===== config.mk =====
export PLATFORM = sky130hd
export DESIGN_NAME = pushbutton_processor_v2
export DESIGN_NICKNAME = d
export VERILOG_FILES = /design/src/rtl/pushbutton_processor_v2.sv
export SDC_FILE = /design/constraint.sdc
export NUM_CORES = 1
export LEC_CHECK = 0
export BUFFER_PORTS_ARGS = -buffer_cell sky130_fd_sc_hd__buf_2
export CAP_MARGIN = 20
export CORE_MARGIN = 2
export CORE_UTILIZATION = 55
export DETAILED_ROUTE_END_ITERATION = 16
export GPL_ROUTABILITY_DRIVEN = 0
export HOLD_SLACK_MARGIN = 0.15
export PLACE_DENSITY = 0.85
export RECOVER_POWER = 50
export SLEW_MARGIN = 20
export SYNTH_ARGS = -nofsm -noshare
export SYNTH_HDL_FRONTEND = slang
export SYNTH_SLANG_ARGS = --single-unit

===== constraint.sdc =====
create_clock -name clk_1khz_i -period 2.35 [get_ports clk_1khz_i]
set_clock_uncertainty 0.15 [all_clocks]
set_input_delay 0.47 -clock clk_1khz_i [delete_from_list [all_inputs] [get_ports clk_1khz_i]]
set_output_delay 0.47 -clock clk_1khz_i [all_outputs]
set_load 0.05 [all_outputs]

===== src/rtl/pushbutton_processor_v2.sv =====
// -----------------------------------------------------------------------------
// pushbutton_processor_v2
//
// Purpose:
//   Multi-channel pushbutton front end for the 1 kHz system tick. Each of the
//   NUM_BTN channels has its own synchroniser, debouncer and press-classification
//   FSM. The FSM turns a debounced press into exactly one of:
//     - a short event (released before LONG_TICKS), or
//     - a long event (held for LONG_TICKS), optionally followed by auto-repeat
//       events every REPEAT_TICKS while the button stays down.
//   Channels share nothing except clock and reset.
//
// Ports:
//   clk_1khz_i    system clock, all state on the rising edge
//   rst_n_i       synchronous active-low reset
//   pushbutton_i  raw asynchronous buttons, 1 = pressed, bit k = channel k
//   pressed_o     debounced level per channel (registered)
//   short_o       1-cycle pulse, press released before LONG_TICKS (registered)
//   long_o        1-cycle pulse, press held for LONG_TICKS (registered)
//   repeat_o      1-cycle pulse every REPEAT_TICKS after long_o while held
//                 (registered, only when REPEAT_EN != 0)
//
// Timing summary (relative to the pressed_o rise):
//   long_o    at LONG_TICKS
//   repeat_o  at LONG_TICKS + n*REPEAT_TICKS, n >= 1, while still held
//   short_o   in the same cycle pressed_o falls
// -----------------------------------------------------------------------------
module pushbutton_processor_v2 #(
  parameter int unsigned NUM_BTN        = 2,
  parameter int unsigned DEBOUNCE_TICKS = 20,
  parameter int unsigned LONG_TICKS     = 1500,
  parameter int unsigned REPEAT_EN      = 1,
  parameter int unsigned REPEAT_TICKS   = 250
) (
  input  logic               clk_1khz_i,
  input  logic               rst_n_i,
  input  logic [NUM_BTN-1:0] pushbutton_i,
  output logic [NUM_BTN-1:0] pressed_o,
  output logic [NUM_BTN-1:0] short_o,
  output logic [NUM_BTN-1:0] long_o,
  output logic [NUM_BTN-1:0] repeat_o
);

  localparam int unsigned DebW  = $clog2(DEBOUNCE_TICKS + 1);
  localparam int unsigned HoldW = $clog2(LONG_TICKS + 1);
  localparam int unsigned RepW  = $clog2(REPEAT_TICKS + 1);

  localparam logic [DebW-1:0]  DebLast  = DebW'(DEBOUNCE_TICKS - 1);
  localparam logic [HoldW-1:0] HoldLast = HoldW'(LONG_TICKS - 1);
  localparam logic [RepW-1:0]  RepLast  = RepW'(REPEAT_TICKS - 1);

  typedef enum logic [1:0] {
    StIdle,
    StHeld,
    StLong,
    StRepeat
  } state_e;

  for (genvar k = 0; k < NUM_BTN; k++) begin : g_chan

    // Synchroniser
    logic sync1_q;
    logic sync2_q;

    // Debouncer
    logic [DebW-1:0] deb_cnt_q, deb_cnt_d;
    logic            pressed_q, pressed_d;
    logic            rise;
    logic            fall;

    // Classification FSM
    state_e           state_q, state_d;
    logic [HoldW-1:0] hold_cnt_q, hold_cnt_d;
    logic [RepW-1:0]  rep_cnt_q, rep_cnt_d;
    logic             short_q, short_d;
    logic             long_q, long_d;
    logic             repeat_q, repeat_d;

    always_ff @(posedge clk_1khz_i) begin
      if (!rst_n_i) begin
        sync1_q    <= 1'b0;
        sync2_q    <= 1'b0;
        deb_cnt_q  <= '0;
        pressed_q  <= 1'b0;
        state_q    <= StIdle;
        hold_cnt_q <= '0;
        rep_cnt_q  <= '0;
        short_q    <= 1'b0;
        long_q     <= 1'b0;
        repeat_q   <= 1'b0;
      end else begin
        sync1_q    <= pushbutton_i[k];
        sync2_q    <= sync1_q;
        deb_cnt_q  <= deb_cnt_d;
        pressed_q  <= pressed_d;
        state_q    <= state_d;
        hold_cnt_q <= hold_cnt_d;
        rep_cnt_q  <= rep_cnt_d;
        short_q    <= short_d;
        long_q     <= long_d;
        repeat_q   <= repeat_d;
      end
    end

    // Count consecutive cycles of disagreement between the synchronised input
    // and the accepted level; any agreement restarts the count. The level flips
    // on the DEBOUNCE_TICKS-th consecutive disagreeing cycle.
    always_comb begin
      deb_cnt_d = '0;
      pressed_d = pressed_q;
      if (sync2_q != pressed_q) begin
        if (deb_cnt_q == DebLast) begin
          pressed_d = ~pressed_q;
        end else begin
          deb_cnt_d = deb_cnt_q + 1'b1;
        end
      end
    end

    // Edges are taken from the next-state level so that the FSM's registered
    // pulses line up with the registered pressed_o transition.
    assign rise = pressed_d & ~pressed_q;
    assign fall = ~pressed_d & pressed_q;

    always_comb begin
      state_d    = state_q;
      hold_cnt_d = hold_cnt_q;
      rep_cnt_d  = rep_cnt_q;
      short_d    = 1'b0;
      long_d     = 1'b0;
      repeat_d   = 1'b0;

      case (state_q)
        StIdle: begin
          if (rise) begin
            state_d    = StHeld;
            hold_cnt_d = '0;
          end
        end

        StHeld: begin
          // Reaching the long threshold wins over a release in the same cycle,
          // so a press lasting exactly LONG_TICKS is classified long.
          if (hold_cnt_q == HoldLast) begin
            long_d    = 1'b1;
            state_d   = StLong;
            rep_cnt_d = '0;
          end else if (fall) begin
            short_d = 1'b1;
            state_d = StIdle;
          end else if (hold_cnt_q < HoldLast) begin
            hold_cnt_d = hold_cnt_q + 1'b1;
          end
        end

        StLong, StRepeat: begin
          // Level test rather than edge: the release may already have happened
          // in the cycle the long event was issued.
          if (!pressed_d) begin
            state_d = StIdle;
          end else if (REPEAT_EN != 0) begin
            state_d = StRepeat;
            if (rep_cnt_q == RepLast) begin
              repeat_d  = 1'b1;
              rep_cnt_d = '0;
            end else begin
              rep_cnt_d = rep_cnt_q + 1'b1;
            end
          end
        end

        default: state_d = StIdle;
      endcase
    end

    assign pressed_o[k] = pressed_q;
    assign short_o[k]   = short_q;
    assign long_o[k]    = long_q;
    assign repeat_o[k]  = repeat_q;

  end : g_chan

endmodule


==> flow_summary_export.csv <==
group,metric,value,unit
run_status,status,"complete, no violations",
sta,drv_slew,0,
power,ir_worst_vdd,0.0003694,V
synth,synth_nets,378,
setup_path,end_kind,"register",
finish,fin_nets,410,
setup_path,worstPathArrival,2480,ps
finish,final_area,3771,um^2
synth,synth_edf_count,0,
routing,wl_per_cell,15.27,um
sta,slew_headroom,64.35,%
finish,syn_to_final_growth,17.50,%
synth,synth_warnings,0,
grt,grt_pass1_vias,2667,
grt,antenna_found_initial,0,
power,p_int,0.001710,W
hold_path,min_path_type,"in2reg",
setup_path,path_class,"reg2reg",
clocking,clk_pin_slew,70,ps
floorplanning,rows,27,
sta,hold_violations,0,
power,sequentialPowerShare,50.8,%
place,dp_hpwl,4719,um
place,pre_cts_slack,-43.12,ps
routing,route.detailed.drc,0,
synth,avgSynthCellArea,8.769,um^2
place,io_buffers,11,
setup_path,critPathBufInv,0,
synth,synth.distinct_cells,63,
floorplanning,die_height,80.39,um
synth,seq_area_frac_synth,39.92,%
sta,fmax,425.8,MHz
clocking,cts_root_buf,"clkbuf_8",
clocking,cts_tree,"done",
finish,finish.utilization,67.65,%
place,placedCellCount,458,
synth,synth.cell_area,3209,um^2
power,pwr-share-clk,47.6,%
sta,fin_ws,1.730,ps
setup_path,cp.required,2480,ps
setup_path,cp_common_cell,"or4_4",
setup_path,crit-reg2reg-launch,"g_chan[1].hold_cnt_q[0]$_SDFFE_PN0P_",
hold_path,worstHoldStart,"pushbutton_i[0]",
sta,timing.final.crit_share,99.93,%
floorplanning,ios,12,
synth,ys_seq_elements,64,
hold_path,hold_path_end,"g_chan[0].sync1_q$_SDFF_PN0_",
clocking,cts_max_level,3,
hold_path,hold_path_depth,2,
setup_path,crit_path_max_incr_delay,540,ps
setup_path,path_max_fanout,8,
clocking,insertion_delay,350,ps
finish,fin_cells,473,
sta,tightest_slew,532.8,ps
setup_path,crit_chain,"ha_4 > or3b_4 > or4_4 > a21boi_4 > or4_4 > a21oi_2",
setup_path,r2r_setup_slack,2,ps
setup_path,startpoint_type,"register",
power,leakagePower,1.377,nW
run,max_cap_viol_count,0,
finish,num_antenna_cells,0,
floorplanning,start_util,57.58,%
clocking,cts_sinks,64,
sta,tns,0,ps
setup_path,critPathTopFamily,"simple AND/OR/NAND/NOR gates",
power,p_per_area,569.3,nW/um^2
sta,setup-violations-final,0,
floorplanning,die_w,80.39,um
grt,overflow,0,
routing,num_vias,2929,
floorplanning,core-area,5574,um^2
power,combPwrFrac,1.6,%
routing,ant_nets,0,
place,place_area,3456,um^2
clocking,post_cts_buffers,0,
routing,drt-initial-drc-count,263,
clocking,clock_path_buffers,2,
clocking,numCtsBuffers,9,
power,switching_share,20.33,%
finish,regArea,1284,um^2
grt,grtUsageTotal,22.99,%
routing,wl,7222,um
routing,avgViaCountPerCell,6.192,
grt,grt_pass1_wl,11540,um
finish,multiInputGateArea,1898,um^2
finish,drive_gt1_share,21.70,%
sta,rsz0062_at_grt,"true",
synth,synth_flop_cell,"dfxtp_1",
grt,grt_max_degree,32,
setup_path,r2r-end,"g_chan[1].rep_cnt_q[7]$_SDFFE_PN0P_",
finish,nFillCells,418,
sta,finalCriticalPeriod,2348,ps
synth,syn_inst,366,
setup_path,crit_slowest_cell,"or4_4",
routing,firstDrtPassIters,5,
setup_path,r2r_cells,6,
floorplanning,dieArea,6463,um^2
power,power_switching,0.0004365,W
synth,async_flop_share,0,%
power groups by stage:
stage	clock network [W]	logic, W	registers, W
floorplan	0	0.0000233	0.00112
global placement	0	0.0000326	0.00112
detailed placement	0	0.0000332	0.00112
CTS	0.00103	0.0000336	0.00109
global route	0.00108	0.0000388	0.00109
finish	0.00102	0.0000342	0.00109
repair_timing:
action                                  4_1_cts  5_1_grt
endpoints found under the setup margin        9       31
hold endpoints to repair                      0        0
hold buffers                                  0        0
gates resized for setup                       6       18
cloned                                        0        1
pin swaps                                     1        5
synthesized netlist by cell type (2+ instances only):
| library cell | count | area [um^2] |
|---|---|---|
| and3_1 | 4 | 25.02 |
| nor3b_1 | 3 | 22.52 |
| dfxtp_1 | 64 | 1281 |
| o211ai_1 | 11 | 82.58 |
| or4_1 | 2 | 15.01 |
| a21oi_1 | 10 | 50.05 |
| or3b_1 | 2 | 17.52 |
| nand2_1 | 35 | 131.4 |
| a31oi_1 | 4 | 25.02 |
| nand4_1 | 16 | 100.1 |
| clkbuf_1 | 9 | 33.78 |
| nor4_1 | 2 | 12.51 |
| nand3b_1 | 2 | 15.01 |
| nor3_1 | 11 | 55.05 |
| nor2b_1 | 7 | 43.79 |
| xnor2_1 | 4 | 35.03 |
| xor2_1 | 12 | 105.1 |
| o2111ai_1 | 4 | 35.03 |
| a211oi_1 | 2 | 15.01 |
| nor2_1 | 34 | 127.6 |
| and4_1 | 4 | 35.03 |
| o21a_1 | 3 | 22.52 |
| buf_4 | 9 | 67.56 |
| inv_1 | 5 | 18.77 |
| or3_1 | 2 | 12.51 |
| nand4b_1 | 6 | 52.55 |
| o21ai_0 | 8 | 40.04 |
| o311ai_0 | 6 | 52.55 |
| or3_2 | 3 | 22.52 |
| mux2i_1 | 5 | 50.05 |
| a41oi_1 | 2 | 17.52 |
| ha_1 | 8 | 100.1 |
| nand2b_1 | 3 | 18.77 |
| nand3_1 | 20 | 100.1 |
| and2_1 | 10 | 62.56 |
| or2_2 | 3 | 18.77 |
| o31ai_1 | 3 | 22.52 |
| a21boi_0 | 3 | 22.52 |
cell usage in the layout, fill, tap and decap left out, types with 3 or more instances in the layout:
master     instances
o21a_1             3
a21oi_1            8
inv_1              5
buf_4             29
ha_1               6
dfxtp_1           62
nor3_1            11
nand4b_1           6
nor3b_1            3
and3_1             4
and2_1            10
nand2_1           34
o31ai_1            3
clkbuf_8          10
xnor2_1            4
nand4_1           16
mux2i_1            4
nand2b_1           3
xor2_1            12
a31oi_1            4
o2111ai_1          4
nor2b_1            7
or2_2              3
and4_1             4
o211ai_1          11
nor2_1            33
nand3_1           19
a21boi_0           3
buf_2             11
o311ai_0           4
o21ai_0            8
how the worst max path moves through the flow:
stage / from / end / slack, ps / depth (start not counted)
floorplan: g_chan[1].hold_cnt_q[0]$_SDFFE_PN0P_ / g_chan[1].rep_cnt_q[5]$_SDFFE_PN0P_ / 20 / 6
global placement: g_chan[1].deb_cnt_q[0]$_SDFF_PP0_ / g_chan[1].hold_cnt_q[1]$_SDFFE_PN0P_ / 20 / 6
detailed placement: g_chan[1].deb_cnt_q[0]$_SDFF_PP0_ / g_chan[1].hold_cnt_q[1]$_SDFFE_PN0P_ / -40 / 6
CTS: g_chan[1].hold_cnt_q[1]$_SDFFE_PN0P_ / g_chan[1].rep_cnt_q[7]$_SDFFE_PN0P_ / 0.9 / 6
global route: g_chan[1].hold_cnt_q[1]$_SDFFE_PN0P_ / g_chan[1].rep_cnt_q[7]$_SDFFE_PN0P_ / -60 / 7
finish: g_chan[1].hold_cnt_q[0]$_SDFFE_PN0P_ / g_chan[1].rep_cnt_q[7]$_SDFFE_PN0P_ / 2 / 6
through the flow:
step / hold slack [ps] / power (W)
finish: 180.5 / 0.002147
global route: 185.5 / 0.002209
CTS: 173.4 / 0.002157
detailed placement: 270.0 / 0.001149
global placement: 266.9 / 0.001148
floorplan: 261.9 / 0.001139
flip-flops by register name, indices dropped and copies added, names as in the netlist, 4 cells and up:
register and flops:
g_chan.hold_cnt_q 22, g_chan.deb_cnt_q 10, g_chan.state_q 4, g_chan.rep_cnt_q 16
worst register-to-register path, delay by kind of cell (launching register included):
family          cells  cell delay [ps]
compound gates      2              300
flops               1              350
fa+ha+maj           1              130
simple gates        3             1350
cells by family (layout without fill, tap and decap cells):
family                     count (synthesis)  count (layout)  share of synthesized area [%]
DFF                                       64              64                          39.92
buffers and inverters                     25              59                          4.210
AOI/OAI and AO/OA                         69              70                          15.87
and+or+nand+nor                          178             178                          30.60
xor gates and xnor gates                  16              16                          4.366
muxes                                      6               6                          1.910
adders and majority gates                  8               8                          3.119
layer usage:
layer  share of wire (%)  vias to the layer above  track usage, %
met5                   0                        -               0
met4                 3.1                        0           11.86
met3                 6.5                       30           5.056
met2                  46                      121           36.33
met1                  44                     1364           29.35
li1                    -                     1414               -
final cells by class:
type	count	share of cell area, %
clock buffers	10	3.650
clock inverters	4	1.858
inverters	5	0.4977
multi-input cells	278	50.33
flip-flops and latches	64	34.04
well taps	72	2.389
repair buffers	40	7.233
Power figures use the tool's default switching activity.
